==> src/rtl/uart_tx_drain.sv <==
// Byte intake with one-cycle ack, small FIFO and 8N1 UART serializer for the debug dump path.
// Define UART_TX_PARITY_EN to insert an even-parity bit (8E1 frames).
module uart_tx_drain #(
  parameter int CLKS_PER_BIT = 5208,
  parameter int FIFO_AW      = 4
) (
  input  logic       clock,
  input  logic       reset,
  input  logic [7:0] txData,
  input  logic       txValid,
  input  logic       notStartUartTrans,
  output logic       dataSent,
  output logic       tx,
  output logic       fifoEmpty,
  output logic       fifoFull,
  output logic       busy
);

  localparam int DEPTH = 1 << FIFO_AW;
  localparam logic [15:0]        BAUD_LAST  = 16'(CLKS_PER_BIT - 1);
  localparam logic [FIFO_AW:0]   COUNT_FULL = (FIFO_AW + 1)'(DEPTH);
  localparam logic [FIFO_AW:0]   COUNT_ONE  = (FIFO_AW + 1)'(1);
  localparam logic [FIFO_AW:0]   COUNT_ZERO = (FIFO_AW + 1)'(0);
  localparam logic [FIFO_AW-1:0] PTR_ONE    = FIFO_AW'(1);

  typedef enum logic [2:0] {
    ST_IDLE   = 3'd0,
    ST_START  = 3'd1,
    ST_DATA   = 3'd2,
`ifdef UART_TX_PARITY_EN
    ST_PARITY = 3'd3,
`endif
    ST_STOP   = 3'd4
  } state_e;

`ifdef UART_TX_PARITY_EN
  function automatic logic evenParity(input logic [7:0] data);
    return ^data;
  endfunction
`endif

  logic [7:0]         mem_r [DEPTH];
  logic [FIFO_AW-1:0] wrPtr_r;
  logic [FIFO_AW-1:0] rdPtr_r;
  logic [FIFO_AW:0]   count_r;
  logic [FIFO_AW:0]   countNext_s;
  logic               push_s;
  logic               pop_s;
  logic               bitDone_s;
  logic               txBit_s;
  state_e             state_r;
  state_e             stateNext_s;
  logic [15:0]        baudCnt_r;
  logic [2:0]         bitIdx_r;
  logic [7:0]         shiftReg_r;
  logic               dataSent_r;
  logic               tx_r;
  logic               fifoEmpty_r;
  logic               fifoFull_r;
  logic               busy_r;

  assign dataSent  = dataSent_r;
  assign tx        = tx_r;
  assign fifoEmpty = fifoEmpty_r;
  assign fifoFull  = fifoFull_r;
  assign busy      = busy_r;

  // The ack term stops the same offered byte from being taken twice.
  assign push_s    = txValid & ~notStartUartTrans & ~fifoFull_r & ~dataSent_r;
  assign bitDone_s = (baudCnt_r == BAUD_LAST);

  // Occupancy after this cycle's push/pop
  always_comb begin
    countNext_s = count_r;
    case ({push_s, pop_s})
      2'b10:   countNext_s = count_r + COUNT_ONE;
      2'b01:   countNext_s = count_r - COUNT_ONE;
      default: countNext_s = count_r;
    endcase
  end

  // Serializer next state, head pop and line bit for the current state
  always_comb begin
    stateNext_s = state_r;
    pop_s       = 1'b0;
    txBit_s     = 1'b1;
    case (state_r)
      ST_IDLE: begin
        txBit_s = 1'b1;
        if (!fifoEmpty_r) begin
          pop_s       = 1'b1;
          stateNext_s = ST_START;
        end else begin
          stateNext_s = ST_IDLE;
        end
      end
      ST_START: begin
        txBit_s = 1'b0;
        if (bitDone_s) begin
          stateNext_s = ST_DATA;
        end else begin
          stateNext_s = ST_START;
        end
      end
      ST_DATA: begin
        txBit_s = shiftReg_r[bitIdx_r];
        if (bitDone_s && (bitIdx_r == 3'd7)) begin
`ifdef UART_TX_PARITY_EN
          stateNext_s = ST_PARITY;
`else
          stateNext_s = ST_STOP;
`endif
        end else begin
          stateNext_s = ST_DATA;
        end
      end
`ifdef UART_TX_PARITY_EN
      ST_PARITY: begin
        txBit_s = evenParity(shiftReg_r);
        if (bitDone_s) begin
          stateNext_s = ST_STOP;
        end else begin
          stateNext_s = ST_PARITY;
        end
      end
`endif
      ST_STOP: begin
        txBit_s = 1'b1;
        if (bitDone_s && !fifoEmpty_r) begin
          pop_s       = 1'b1;
          stateNext_s = ST_START;
        end else if (bitDone_s) begin
          stateNext_s = ST_IDLE;
        end else begin
          stateNext_s = ST_STOP;
        end
      end
      default: begin
        txBit_s     = 1'b1;
        stateNext_s = ST_IDLE;
      end
    endcase
  end

  // FIFO storage write; contents are don't-care until pushed
  always_ff @(posedge clock) begin
    if (push_s) begin
      mem_r[wrPtr_r] <= txData;
    end
  end

  // FIFO pointers, occupancy, status flags and intake ack
  always_ff @(posedge clock) begin
    if (reset) begin
      wrPtr_r     <= '0;
      rdPtr_r     <= '0;
      count_r     <= '0;
      fifoEmpty_r <= 1'b1;
      fifoFull_r  <= 1'b0;
      dataSent_r  <= 1'b0;
    end else begin
      if (push_s) begin
        wrPtr_r <= wrPtr_r + PTR_ONE;
      end
      if (pop_s) begin
        rdPtr_r <= rdPtr_r + PTR_ONE;
      end
      count_r     <= countNext_s;
      fifoEmpty_r <= (countNext_s == COUNT_ZERO);
      fifoFull_r  <= (countNext_s == COUNT_FULL);
      dataSent_r  <= push_s;
    end
  end

  // Serializer state, bit timing and registered line/busy outputs
  always_ff @(posedge clock) begin
    if (reset) begin
      state_r    <= ST_IDLE;
      baudCnt_r  <= 16'd0;
      bitIdx_r   <= 3'd0;
      shiftReg_r <= 8'd0;
      tx_r       <= 1'b1;
      busy_r     <= 1'b0;
    end else begin
      state_r <= stateNext_s;
      // Restart bit timing on every state entry and at each bit boundary.
      if ((stateNext_s != state_r) || bitDone_s || (state_r == ST_IDLE)) begin
        baudCnt_r <= 16'd0;
      end else begin
        baudCnt_r <= baudCnt_r + 16'd1;
      end
      if (state_r != ST_DATA) begin
        bitIdx_r <= 3'd0;
      end else if (bitDone_s) begin
        bitIdx_r <= bitIdx_r + 3'd1;
      end
      if (pop_s) begin
        shiftReg_r <= mem_r[rdPtr_r];
      end
      tx_r   <= txBit_s;
      busy_r <= (stateNext_s != ST_IDLE) || (countNext_s != COUNT_ZERO);
    end
  end

endmodule

==> config.mk <==
export PLATFORM = sky130hd
export DESIGN_NAME = uart_tx_drain
export DESIGN_NICKNAME = d
export VERILOG_FILES = /design/src/rtl/uart_tx_drain.sv
export SDC_FILE = /design/constraint.sdc
export NUM_CORES = 1
export LEC_CHECK = 0
export ABC_AREA = 1
export BUFFER_PORTS_ARGS = -buffer_cell sky130_fd_sc_hd__buf_4
export CORE_MARGIN = 3
export CORE_UTILIZATION = 67
export CTS_CLUSTER_DIAMETER = 150
export DETAILED_ROUTE_END_ITERATION = 10
export HOLD_SLACK_MARGIN = 0.12
export PLACE_DENSITY = 0.88
export RECOVER_POWER = 100
export SYNTH_ARGS = -nofsm -noshare
export SYNTH_HDL_FRONTEND = slang
export SYNTH_SLANG_ARGS = --single-unit
==> constraint.sdc <==
create_clock -name clock -period 6.28 [get_ports clock]
set_input_delay 1.256 -clock clock [delete_from_list [all_inputs] [get_ports clock]]
set_output_delay 1.256 -clock clock [all_outputs]
set_load 0.1 [all_outputs]
==> out/qor.txt, run 1 <==
Status - finished with violations
Failing checks - capacitance limit, slew limit
CTS tree - built
Overflow after GRT - 0
Register area share after synthesis - 65.96%
Wirelength, routed - 15820 microns
CP required - 6730 ps
Adder-Cell Fraction of Synth Area - 1.718%
Max-slew violation count - 68
Htree depth - 4
Seq cells post-synth - 176
PwrDens - 393.5 nW/um^2
Sw frac - 32.40%
Compound-Gate Fraction of Synth Area - 13.72%
Iter 0 DRT Violations - 594
Die area - 12160 sq um
CTS Hold Buffers Added - 0
Hold Violations, Final - 0
Period utilisation layout - 60.47%
Layout cell share with drive strength beyond 1 - 7.364%
Fillers - 697
Clock group share of total power - 32.3%
Deepest clock path buffer count - 2
Clock skew - 5.362 ps
Worst EP arrival - 4250 ps
Vias after detailed routing - 5083
Min cycle time layout - 3798 ps
Simple-gate area share of the yosys netlist - 13.07%
CTS resizes - 0
RSZ-0062 raised after global routing - no
Port bufs - 16
Power Internal - 2.113 mW
Final HPWL DP - 10070 microns
Area used by multi-input combinational logic - 2123 sq um
Post-synthesis mux area share - 0.1374%
Vias in the first global route - 4851
Area share of the largest cell type after synthesis - 52.77%
Fmax - 263.3 MHz
CTS Buf Count - 17
Postcts setup bufs - 0
Boundary pin count - 17
MaxCap Viol Count - 2
Sequential share of power - 43.1%
Least-Margin Pin Slew - 2108 ps
Row count - 37
XOR/XNOR Fraction of Synth Area - 0.9619%
CP Class - reg2reg
Worst min path class - reg2reg
Initial DRT Pass Iterations - 6
Final setup violation count - 0
NumNets Final - 690
DRC - 0
Chip width - 110.3 microns
Syn_nets - 683
Sum Neg Setup Slack - 0 ps
Worst rel slew slack - -40.56%
VDD IR max - 0.3152 mV
CP startpoint kind - flop
Clock insertion delay at the later pin of the skew report - 540 ps
Largest family of logic cells by synthesized area - compound AO/OA/AOI/OAI gates
WL per Instance - 19.41 microns
Total Routing Usage GR - 28.03%
Routability Congestion - 0.8653
Net switching power - 1.012 mW
Critical path origin - rdPtr_r[0]$_SDFFE_PP0P_
Worst hold path startpoint - baudCnt_r[0]$_SDFF_PP0_
Vias per cell - 6.237
CTS clk-pin slew, worst paths - 60 ps
Die Y - 110.3 microns
Critical Path Fanout Max - 67
Worst hold margin - 459.9 ps
Area grow syn2layout - 9.018%
FF+latch area - 4806 sq um
Core Box Area - 10460 sq um
Area leader, netlist - edfxtp_1
Ant diodes - 0
Leakage power - 2.654 nW
Largest net degree at the start of global routing - 68
Initial core utilization - 69.62%
Syn Area/Cell - 11.02 sq um
RR Startpoint - rdPtr_r[0]$_SDFFE_PP0P_
Worst setup EP type - flop
Post-Syn Instances - 661
Sinks on Clock Net - 176
Antenna violations before repair - 0
Syn Std Cell Area - 7284 sq um
Power share of the combinational group - 24.6%
Clock root cell - clkbuf_8
First-pass GRT wire length - 24650 microns
Synth warn - 0
Routed Antenna Nets - 0
Top cells by area, synth - edfxtp_1 (53%), dfxtp_1 (13%), nor2_1 (6.1%)
Count of different cell masters after synthesis - 35
## state kept, by name, indices dropped and copies added, names as in the netlist, 3 cells and up
signal,count
rdPtr_r,4
mem_r,128
bitIdx_r,3
wrPtr_r,4
shiftReg_r,8
count_r,5
baudCnt_r,16
state_r,3
## cells by family after synthesis
kind of cell / Yosys count
simple gates: 221
xor+xnor: 8
fa+ha+maj: 10
compound gates: 163
buf+inv: 82
mux: 1
flops: 176
## cells in the mapped netlist, drive strengths merged
library cell and number:
buf 2, o32ai 1, dfxtp 48, nor3b 5
o211ai 15, nand3 19, nand2 53, inv 49
mux2i 1, a2111oi 1, nand4 5, nor4 1
o221ai 19, o31ai 1, edfxtp 128, xnor2 2
clkbuf 29, a21oi 15, xor2 6, o2111ai 1
nor3 8, clkinv 2, nor2 130, o22ai 14
ha 10, a31oi 10, o21ai 86
## per-layer routing
layer	global-route usage [%]	up-vias	wire, microns	share of wire [%]
li1	-	2363	-	-
met1	36.25	2412	6020	38
met2	45.23	273	7930	50
met3	7.804	35	1519	9.6
met4	11.17	0	346	2.2
met5	0	-	0	0
## area by class of cell
| class | instances | share of cell area [%] |
|---|---|---|
| multi-input cells | 403 | 26.74 |
| repair buffers | 19 | 1.087 |
| well taps | 136 | 2.143 |
| flip-flops and latches | 176 | 60.52 |
| clock buffers | 19 | 5.310 |
| inverters | 51 | 2.411 |
| clock inverters | 11 | 1.796 |
## placed cells by master, fill, tap and decap left out, types with 2 or more instances in the layout
cell	n
edfxtp_1	128
nor2_1	121
o21ai_0	86
nand2_1	50
inv_1	49
dfxtp_1	47
o221ai_1	19
nand3_1	18
clkbuf_1	17
clkbuf_16	16
o211ai_1	15
o22ai_1	14
a21oi_1	13
a31oi_1	10
ha_1	10
nor2_2	9
nor3_1	6
xor2_1	6
nand4_1	5
nor3b_1	5
nand2_2	3
bufinv_16	3
clkinv_2	3
buf_4	3
clkinv_1	2
nor3_2	2
a21oi_2	2
xnor2_1	2
clkinvlp_4	2
clkinv_4	2
## critical path: stages (launching register included)
cell and delay, ps:
dfxtp_2 310, buf_4 310, inv_1 440, clkbuf_1 1560, o21ai_0 370, o22ai_1 270
o211ai_1 150, a31oi_1 270
## power by group through the flow
stage / Sequential (mW) / Combinational (mW) / Clock [mW]
2_1_floorplan: 1.43 / 0.500 / 0
3_3_place_gp: 1.37 / 0.724 / 0
3_5_place_dp: 1.37 / 0.760 / 0
4_1_cts: 1.35 / 0.772 / 1.02
5_1_grt: 1.35 / 0.848 / 1.06
6_report: 1.35 / 0.769 / 1.01
## metrics by stage
step	total power [mW]	utilization [%]	cells	area (sq um)	setup slack, ps
2_1_floorplan	1.928	-	661	7284	3491
3_3_place_gp	2.091	71.37	785	7467	3209
3_5_place_dp	2.130	71.37	785	7467	3111
4_1_cts	3.139	76.76	815	8031	3194
5_1_grt	3.265	75.90	815	7941	2180
6_report	3.125	75.90	815	7941	2482
## worst paths after layout
| kind | end | depth (start not counted) | slack (ps) |
|---|---|---|---|
| setup / recovery | shiftReg_r[6]$_SDFFE_PP0P_ | 7 | 2480 |
| hold / removal | baudCnt_r[0]$_SDFF_PP0_ | 1 | 460 |
| setup reg to reg | shiftReg_r[6]$_SDFFE_PP0P_ | 7 | 2480 |
| hold reg to reg | baudCnt_r[0]$_SDFF_PP0_ | 1 | 460 |
No activity file was read; power rests on OpenSTA's default activity.
==> run 2: changes to the inputs <==
--- a/config.mk
+++ b/config.mk
@@ -8,11 +8,11 @@
 export ABC_AREA = 1
 export BUFFER_PORTS_ARGS = -buffer_cell sky130_fd_sc_hd__buf_4
 export CORE_MARGIN = 3
-export CORE_UTILIZATION = 67
+export CORE_UTILIZATION = 62
 export CTS_CLUSTER_DIAMETER = 150
 export DETAILED_ROUTE_END_ITERATION = 10
 export HOLD_SLACK_MARGIN = 0.12
-export PLACE_DENSITY = 0.88
+export PLACE_DENSITY = 0.82
 export RECOVER_POWER = 100
 export SYNTH_ARGS = -nofsm -noshare
 export SYNTH_HDL_FRONTEND = slang
==> constraint.sdc (replaced) <==
create_clock -name clock -period 3.6 [get_ports clock]
set_input_delay 0.72 -clock clock [delete_from_list [all_inputs] [get_ports clock]]
set_output_delay 0.72 -clock clock [all_outputs]
set_load 0.1 [all_outputs]
==> out/qor.txt, run 2 (same netlist as run 1, synthesis figures left out) <==
Initial core utilization - 65.20% (-4.4 points)
CTS resizes - 0 (unchanged)
Top flop regs - mem_r (128), baudCnt_r (16), shiftReg_r (8)
Kind of cell adding the most delay to the critical path - simple AND/OR/NAND/NOR gates
Row count - 38 (+2.7%)
Finished Layout Cells - 821 (+0.74%)
Routability Congestion - 0.8427 (-2.6%)
Vias in the first global route - 4994 (+2.9%)
Min cycle time layout - 2884 ps (-913.9 ps)
Chip width - 114.4 microns (+3.7%)
CP dominant cell by count - nand2_1
Core Box Area - 11170 sq um (+6.8%)
Hold Violations, Final - 0 (unchanged)
Worst min path class - reg2reg
Iter 0 DRT Violations - 602 (+1.3%)
Routed Antenna Nets - 0 (unchanged)
Placed Cells - 792 (+0.89%)
Boundary pin count - 17 (unchanged)
Layout cell share with drive strength beyond 1 - 7.636% (+0.27 points)
Worst slack, placed - 927.8 ps (-2183 ps)
Met2 wire len - 7301 microns (-7.9%)
Final HPWL DP - 9399 microns (-6.6%)
Worst hold margin - 458.4 ps (-1.448 ps)
Initial DRT Pass Iterations - 5 (-1)
Clock insertion delay at the later pin of the skew report - 430 ps (-110 ps)
Antenna violations before repair - 0 (unchanged)
CP Class - reg2reg
Top routing layer in use - met4
CTS Hold Buffers Added - 0 (unchanged)
Sum Neg Setup Slack - 0 ps (unchanged)
Fillers - 762 (+9.3%)
Number of flip-flops in the largest register - 128 (unchanged)
Sinks on Clock Net - 176 (unchanged)
Worst path buffer plus inverter count - 3 (unchanged)
First-pass GRT wire length - 24530 microns (-0.47%)
Worst rel slew slack - 22.24% (+63 points)
CTS clk-pin slew, worst paths - 60 ps (about the same)
Critical-path top delay cell - dfxtp_1
Commonest non-fill, non-tap cells in the layout - edfxtp_1 (128), nor2_1 (121), o21ai_0 (86)
WL per Instance - 18.30 microns (-5.7%)
R2r setup slk - 720 ps (-1770 ps)
Worst path cell trace - ha_1, nand2_1, inv_1, nand2_1, nor2_1, nand2_1, nand2_2, nand3_2, nand2_1, nand2_1, inv_1, ha_1, a21oi_1, nor2_1, inv_1, nand2_1, o21ai_0, nor2_1, nand3_1, nand2_1, nand2_1
PwrDens - 683.1 nW/um^2 (+74%)
Ant diodes - 0 (unchanged)
Largest Register - mem_r
Die Y - 114.4 microns (+3.7%)
Worst setup EP type - flop
Least-Margin Pin Slew - 1171 ps (-937.0 ps)
Wirelength, routed - 15030 microns (-5.0%)
Worst EP arrival - 3210 ps (-1040 ps)
Routed wl met3 - 1219 microns (-20%)
VDD IR max - 0.5050 mV (+60%)
DRC - 0 (unchanged)
Fmax - 346.8 MHz (+32%)
Length of routed wiring on met1 - 6146 microns (+2.1%)
Commonest non-fill, non-tap cell in the layout - edfxtp_1
Period utilisation layout - 80.11% (+20 points)
Vias after detailed routing - 5046 (-0.73%)
Finished Core Util - 71.21% (-4.7 points)
Deepest clock path buffer count - 2 (unchanged)
Area grow syn2layout - 9.224%
Vias per cell - 6.146 (-1.5%)
CP required - 3920 ps (-2810 ps)
Final setup violation count - 0 (unchanged)
Die area - 13090 sq um (+7.6%)
Status - finished clean
MaxCap Viol Count - 0 (-2)
Slowest cell delay on critical path - 360 ps (-1200 ps)
Final WS setup - 716.2 ps (-1766 ps)
CTS Buf Count - 17 (unchanged)
RSZ-0062 raised after global routing - no
CP startpoint kind - flop
NumNets Final - 693 (+0.43%)
Port bufs - 16 (unchanged)
Postcts setup bufs - 0 (unchanged)
CTS tree - built
Largest net degree at the start of global routing - 44 (-35%)
Clock skew - 5.892 ps (+0.5309 ps)
Overflow after GRT - 0 (unchanged)
Critical Path Fanout Max - 11 (-84%)
Leakage power - 2.667 nW (+0.50%)
Htree depth - 4 (unchanged)
Max-slew violation count - 0 (-100%)
Clock root cell - clkbuf_16
Total Routing Usage GR - 24.80% (-3.2 points)
-- run 2: changes by cell type in the layout (fill, tap and decap cells not counted), sizes merged --
| cell | before | now |
|---|---|---|
| clkinvlp | 3 | 1 |
| buf | 3 | 6 |
| clkinv | 7 | 6 |
| inv | 49 | 52 |
| bufinv | 3 | 2 |
-- run 2: metal layers --
layer	vias to the layer above	GRT usage, %
met2	241	39.35
met3	34	5.920
met1	2399	32.44
li1	2372	-
met5	-	0
met4	0	11.72
-- run 2: area by class of cell --
type / count / area [sq um] / area share (%)
multi-input cells: 403 / 2130 / 26.77
flip-flops and latches: 176 / 4806 / 60.40
clock buffers: 19 / 432.9 / 5.441
clock inverters: 10 / 112.6 / 1.415
repair buffers: 22 / 108.9 / 1.368
well taps: 140 / 175.2 / 2.202
inverters: 51 / 191.4 / 2.406
-- run 2: worst paths after layout --
path | startpoint | cells past startpoint | to
max | baudCnt_r[0]$_SDFF_PP0_ | 21 | busy$_SDFF_PP0_
min | baudCnt_r[0]$_SDFF_PP0_ | 1 | baudCnt_r[0]$_SDFF_PP0_
max reg2reg | baudCnt_r[0]$_SDFF_PP0_ | 21 | busy$_SDFF_PP0_
min reg2reg | baudCnt_r[0]$_SDFF_PP0_ | 1 | baudCnt_r[0]$_SDFF_PP0_
-- run 2: metrics by stage --
step                      cell area, sq um  power [mW]
after global placement                7495       3.679
after floorplan                       7284       3.363
final                                 7956       5.435
after detailed placement              7495       3.737
after CTS                             8040       5.463
after global routing                  7956       5.711
-- run 2: power breakdown --
part / leakage, nW / switching (mW) / total (mW) / internal [mW]
sequential: 1.54 / 0.111 / 2.40 / 2.29
clock: 0.267 / 0.727 / 1.74 / 1.01
combinational: 0.856 / 0.940 / 1.30 / 0.363
total: 2.67 / 1.78 / 5.44 / 3.66
